## config.mk

```make
export PLATFORM = sky130hd
export DESIGN_NAME = pipe_reg_chain
export DESIGN_NICKNAME = d
export VERILOG_FILES = /design/src/rtl/pipe_reg_chain.sv
export SDC_FILE = /design/constraint.sdc
export NUM_CORES = 1
export LEC_CHECK = 0
export BUFFER_PORTS_ARGS = -buffer_cell sky130_fd_sc_hd__buf_4
export CORE_MARGIN = 4
export CORE_UTILIZATION = 48
export CTS_BUF_LIST = sky130_fd_sc_hd__clkbuf_8
export DETAILED_ROUTE_END_ITERATION = 16
export PLACE_DENSITY = 0.95
export SYNTH_ARGS = -nofsm -noshare
export SYNTH_HDL_FRONTEND = slang
export SYNTH_SLANG_ARGS = --single-unit
```

## constraint.sdc

```tcl
create_clock -name clk_i -period 1.8 [get_ports clk_i]
set_clock_uncertainty 0.1 [all_clocks]
set_input_delay 0.27 -clock clk_i [delete_from_list [all_inputs] [get_ports clk_i]]
set_output_delay 0.27 -clock clk_i [all_outputs]
set_load 0.01 [all_outputs]
```

## src/rtl/pipe_reg_chain.sv

```systemverilog
// pipe_reg_chain: DEPTH-deep pipeline register chain with per-stage valid bits,
// per-stage stall and flush, upstream stall propagation, automatic bubble
// insertion behind held stages and optional sticky (deferred) flushes.
//
// Parameters:
//   WIDTH        payload bits per stage
//   DEPTH        number of register stages
//   BUBBLE_DATA  payload loaded on reset, flush or bubble insertion
//   STICKY_FLUSH 1: flush seen while a stage is held is remembered and applied
//                   on the first edge the stage is released
//                0: flush seen while a stage is held is dropped
//
// Ports:
//   clk_i          clock, all state updates on posedge
//   rst_i          synchronous active-low reset
//   valid_i        upstream payload valid
//   data_i         upstream payload
//   stall_i        per-stage hold request (bit k = stage k)
//   flush_i        per-stage flush request (bit k = stage k)
//   valid_o        last stage valid
//   data_o         last stage payload
//   stage_valid_o  valid bit of every stage
//   stage_data_o   payload of every stage, stage k at [k*WIDTH +: WIDTH]
//   flush_pend_o   latched pending flush per stage
//   occupancy_o    number of valid stages
//   in_ready_o     stage 0 is not held; upstream payload is taken this edge
module pipe_reg_chain #(
  parameter int unsigned      WIDTH        = 32,
  parameter int unsigned      DEPTH        = 2,
  parameter logic [WIDTH-1:0] BUBBLE_DATA  = '0,
  parameter bit               STICKY_FLUSH = 1'b1
) (
  input  logic                         clk_i,
  input  logic                         rst_i,
  input  logic                         valid_i,
  input  logic [WIDTH-1:0]             data_i,
  input  logic [DEPTH-1:0]             stall_i,
  input  logic [DEPTH-1:0]             flush_i,
  output logic                         valid_o,
  output logic [WIDTH-1:0]             data_o,
  output logic [DEPTH-1:0]             stage_valid_o,
  output logic [DEPTH*WIDTH-1:0]       stage_data_o,
  output logic [DEPTH-1:0]             flush_pend_o,
  output logic [$clog2(DEPTH+1)-1:0]   occupancy_o,
  output logic                         in_ready_o
);

  localparam int unsigned DataW = DEPTH * WIDTH;
  localparam int unsigned OccW  = $clog2(DEPTH + 1);

  logic [DEPTH-1:0] valid_q, valid_d;
  logic [DataW-1:0] data_q, data_d;
  logic [DEPTH-1:0] pend_q, pend_d;

  logic [DEPTH-1:0] hold;
  logic [DEPTH-1:0] up_hold;
  logic [DEPTH-1:0] kill;
  logic [DEPTH-1:0] src_valid;
  logic [DataW-1:0] src_data;

  // A stall anywhere downstream holds every stage upstream of it.
  always_comb begin : hold_chain
    logic acc;
    acc  = 1'b0;
    hold = '0;
    for (int k = int'(DEPTH) - 1; k >= 0; k--) begin
      acc     = acc | stall_i[k];
      hold[k] = acc;
    end
  end

  // up_hold[k] = hold[k-1]; stage 0 has no upstream register.
  assign up_hold = hold << 1;
  assign kill    = flush_i | pend_q;

  // Source of stage k is stage k-1; stage 0 takes the upstream inputs.
  assign src_valid = (valid_q << 1) | DEPTH'(valid_i);
  assign src_data  = (data_q << WIDTH) | DataW'(data_i);

  always_comb begin : next_state
    valid_d = valid_q;
    data_d  = data_q;
    pend_d  = pend_q;
    for (int k = 0; k < int'(DEPTH); k++) begin
      if (hold[k]) begin
        // Held entry is kept as is; a sticky flush waits for the release.
        if (STICKY_FLUSH && flush_i[k]) begin
          pend_d[k] = 1'b1;
        end
      end else if (kill[k]) begin
        valid_d[k]                 = 1'b0;
        data_d[k*WIDTH +: WIDTH]   = BUBBLE_DATA;
        pend_d[k]                  = 1'b0;
      end else if (up_hold[k]) begin
        // Upstream is held, so taking its contents would duplicate them.
        valid_d[k]                 = 1'b0;
        data_d[k*WIDTH +: WIDTH]   = BUBBLE_DATA;
      end else begin
        valid_d[k]                 = src_valid[k];
        data_d[k*WIDTH +: WIDTH]   = src_data[k*WIDTH +: WIDTH];
      end
    end
  end

  always_ff @(posedge clk_i) begin
    if (!rst_i) begin
      valid_q <= '0;
      data_q  <= {DEPTH{BUBBLE_DATA}};
      pend_q  <= '0;
    end else begin
      valid_q <= valid_d;
      data_q  <= data_d;
      pend_q  <= pend_d;
    end
  end

  always_comb begin : pop_count
    occupancy_o = '0;
    for (int k = 0; k < int'(DEPTH); k++) begin
      occupancy_o = occupancy_o + OccW'(valid_q[k]);
    end
  end

  assign valid_o       = valid_q[DEPTH-1];
  assign data_o        = data_q[(DEPTH-1)*WIDTH +: WIDTH];
  assign stage_valid_o = valid_q;
  assign stage_data_o  = data_q;
  assign flush_pend_o  = pend_q;
  assign in_ready_o    = ~hold[0];

endmodule

```

==> metrics.md <==
| Metric | Value |
|---|---|
| DIE HEIGHT | `79.66 microns` |
| Wirelength, routed | `7053 microns` |
| Register area | `1361 sq um` |
| Synth warnings | `0` |
| Net count after synthesis | `237` |
| Clock-pin transition on the worst setup and hold timing paths | `0.07 ns` |
| Drt via density | `5.686` |
| Slack of the critical path | `0.2939 ns` |
| Post-CTS Setup Repair Bufs | `0` |
| TritonCTS clock tree | `yes` |
| Data arrival time of the critical path | `1.14 ns` |
| Standard cell area after detailed placement | `3291 sq um` |
| Max-cap check violation count | `0` |
| Max transition margin | `73.54%` |
| Remaining global-route overflow | `0` |
| RSZ-0062 raised after global routing | `false` |
| Final period util | `83.67%` |
| Final TNS setup | `0 ns` |
| HPWL reported at the end of detailed placement | `4797 microns` |
| Via count | `2121` |
| Layout area overhead | `41.22%` |
| Min Clock Period, post-route | `1.506 ns` |
| Fraction of final layout cells sized beyond drive strength 1 | `54.25%` |
| Effective utilization at floorplan | `50.84%` |
| Class of the worst hold path | `primary input to register` |
| Startpoint-to-endpoint class of the critical path | `register to output pin` |
| Worst Max-Slew Pin Slew | `0.3969 ns` |
| Initial DRC count | `162` |
| Per-instance average area after synthesis | `12.51 sq um` |
| Largest net degree at the start of global routing | `37` |
| Max Fclk | `0.6640 GHz` |
| Final hold slack | `0.06339 ns` |
| Slew Limit Fails | `0` |
| Maximum fanout along the worst path | `4` |
| Global placement routability congestion | `0.6878` |
| I/O Buffers | `142` |
| Worst endpoint required time | `1.43 ns` |
| Post-Route Utilization | `71.79%` |
| Area of the mapped netlist | `2465 sq um` |
| Multi-input combinational cell area | `734.5 sq um` |
| Count of unresolved DRC violations after routing | `0` |
| Leakage | `0.001580 uW` |
| Portion of the post-synthesis area used by sequential elements | `55.23%` |
| Power per Cell Area | `864.9 nW/um^2` |
| Tot GR Track Use | `22.20%` |
| Distinct cell type count after synthesis | `11` |
| Final setup violation count | `0` |
| Wire length of the first global-routing pass | `10610 microns` |
| CP endpoint kind | `output pin` |
| Number of antenna violations at the first check in global routing | `0` |
| # clock sinks | `68` |
| Number of fill cells in the layout | `337` |
| Final Hold Vio Count | `0` |
| Number of synthesized register bits | `68` |
| Clk Latency, worst-skew pair | `0.34 ns` |
| Antenna fix cells | `0` |
| Number of top-level pins | `143` |
| Synthesized instance count | `197` |
| Run status | `finished, final reports clean` |
| Maximum level of the CTS H-tree | `3` |
| Inserted Clock Buffers | `9` |
| Floorplan core area | `4848 sq um` |
| Width of the die | `79.66 microns` |
| Peak supply drop | `0.7159 mV` |
| Post-layout nets | `342` |
| Cell area after layout | `3481 sq um` |
| WL/cell | `18.91 microns` |
| Hold buffer count at CTS | `0` |
| DRT antenna net count | `0` |
| Count of standard-cell rows | `25` |
| Pre-CTS setup slack | `0.4100 ns` |
| Vias in the first global route | `2118` |
| Post-cts repair resize count | `0` |
| Detailed-router iteration count before antenna repair | `4` |
| Clock root buffer | `clkbuf_8` |
| Launching element type of the critical path | `register` |
| Buffer depth of the longest clock path | `2` |
| Full die area | `6346 sq um` |
-- cells in the mapped netlist, drive strengths merged --
| cell | number | share of area [%] |
|---|---|---|
| dfxtp | 68 | 55 |
| a32o | 66 | 27 |
| buf | 54 | 15 |
| nor2 | 3 | 0.46 |
| nor2b | 2 | 0.51 |
| and2 | 1 | 0.25 |
| ha | 1 | 0.51 |
| nor3b | 1 | 0.51 |
| o21a | 1 | 0.30 |
-- sequential cells by signal, summed over array words and instances (netlist names) --
register,count
stage_data_o,64
stage_valid_o,2
flush_pend_o,2
-- cell usage in the layout, fill, tap and decap left out --
master      count
a32o_1         66
and2_1          1
o21a_1          1
nor2b_1         2
nor3b_4         1
buf_4         148
ha_1            1
nor2_1          1
clkinv_2        3
nor2_2          2
clkinvlp_4      1
dfxtp_1        68
clkbuf_8       10
bufinv_16       1
-- power by group --
group	switching [uW]	internal, uW	leakage (uW)
logic	133	120	0.000932
clock network	545	662	0.0000979
registers	20.5	1530	0.000550
total	699	2310	0.00158
-- cells by family (layout without fill, tap and decap cells) --
| logic type | Yosys count | count (layout) | synth area share [%] |
|---|---|---|---|
| compound gates | 67 | 67 | 27.11 |
| fa+ha+maj | 1 | 1 | 0.5075 |
| simple gates | 7 | 7 | 1.726 |
| buf+inv | 54 | 163 | 15.43 |
| flops | 68 | 68 | 55.23 |
-- critical path: stages, from the launching register on --
cell,delay (ns)
dfxtp_1,0.40
ha_1,0.25
buf_4,0.14
-- final cells by class --
type                            instances  area share [%]
Clock inverter                          5           1.510
Multi-Input combinational cell         75           21.10
Clock buffer                           10           3.954
Timing Repair Buffer                  148           31.92
Sequential cell                        68           39.11
Tap cell                               67           2.408
-- path summary, 6_finish.rpt --
| kind | from | endpoint | slack [ns] | cells past startpoint |
|---|---|---|---|---|
| worst min-delay path | data_i[29] | stage_data_o[29] | 0.06 | 2 |
| worst max-delay path | stage_valid_o[1] | occupancy_o[0] | 0.29 | 2 |
| worst min register to register | stage_data_o[42] | stage_data_o[42] | 0.39 | 1 |
| worst max register to register | flush_pend_o[0] | stage_data_o[28] | 0.59 | 3 |
-- routing by layer --
metal	track usage, %	vias to the layer above	share of wire [%]
met5	0	-	0
met4	7.904	0	1.7
met3	10.61	10	11
met2	39.82	106	53
met1	22.16	1049	34
li1	-	956	-
-- stage by stage --
| step | cells | power [uW] |
|---|---|---|
| after global placement | 358 | 1826 |
| after detailed placement | 358 | 1837 |
| after global routing | 373 | 3125 |
| after CTS | 373 | 3034 |
| final | 373 | 3011 |
| after floorplan | 197 | 1700 |
Note: power is estimated with default switching activity, not from simulation.
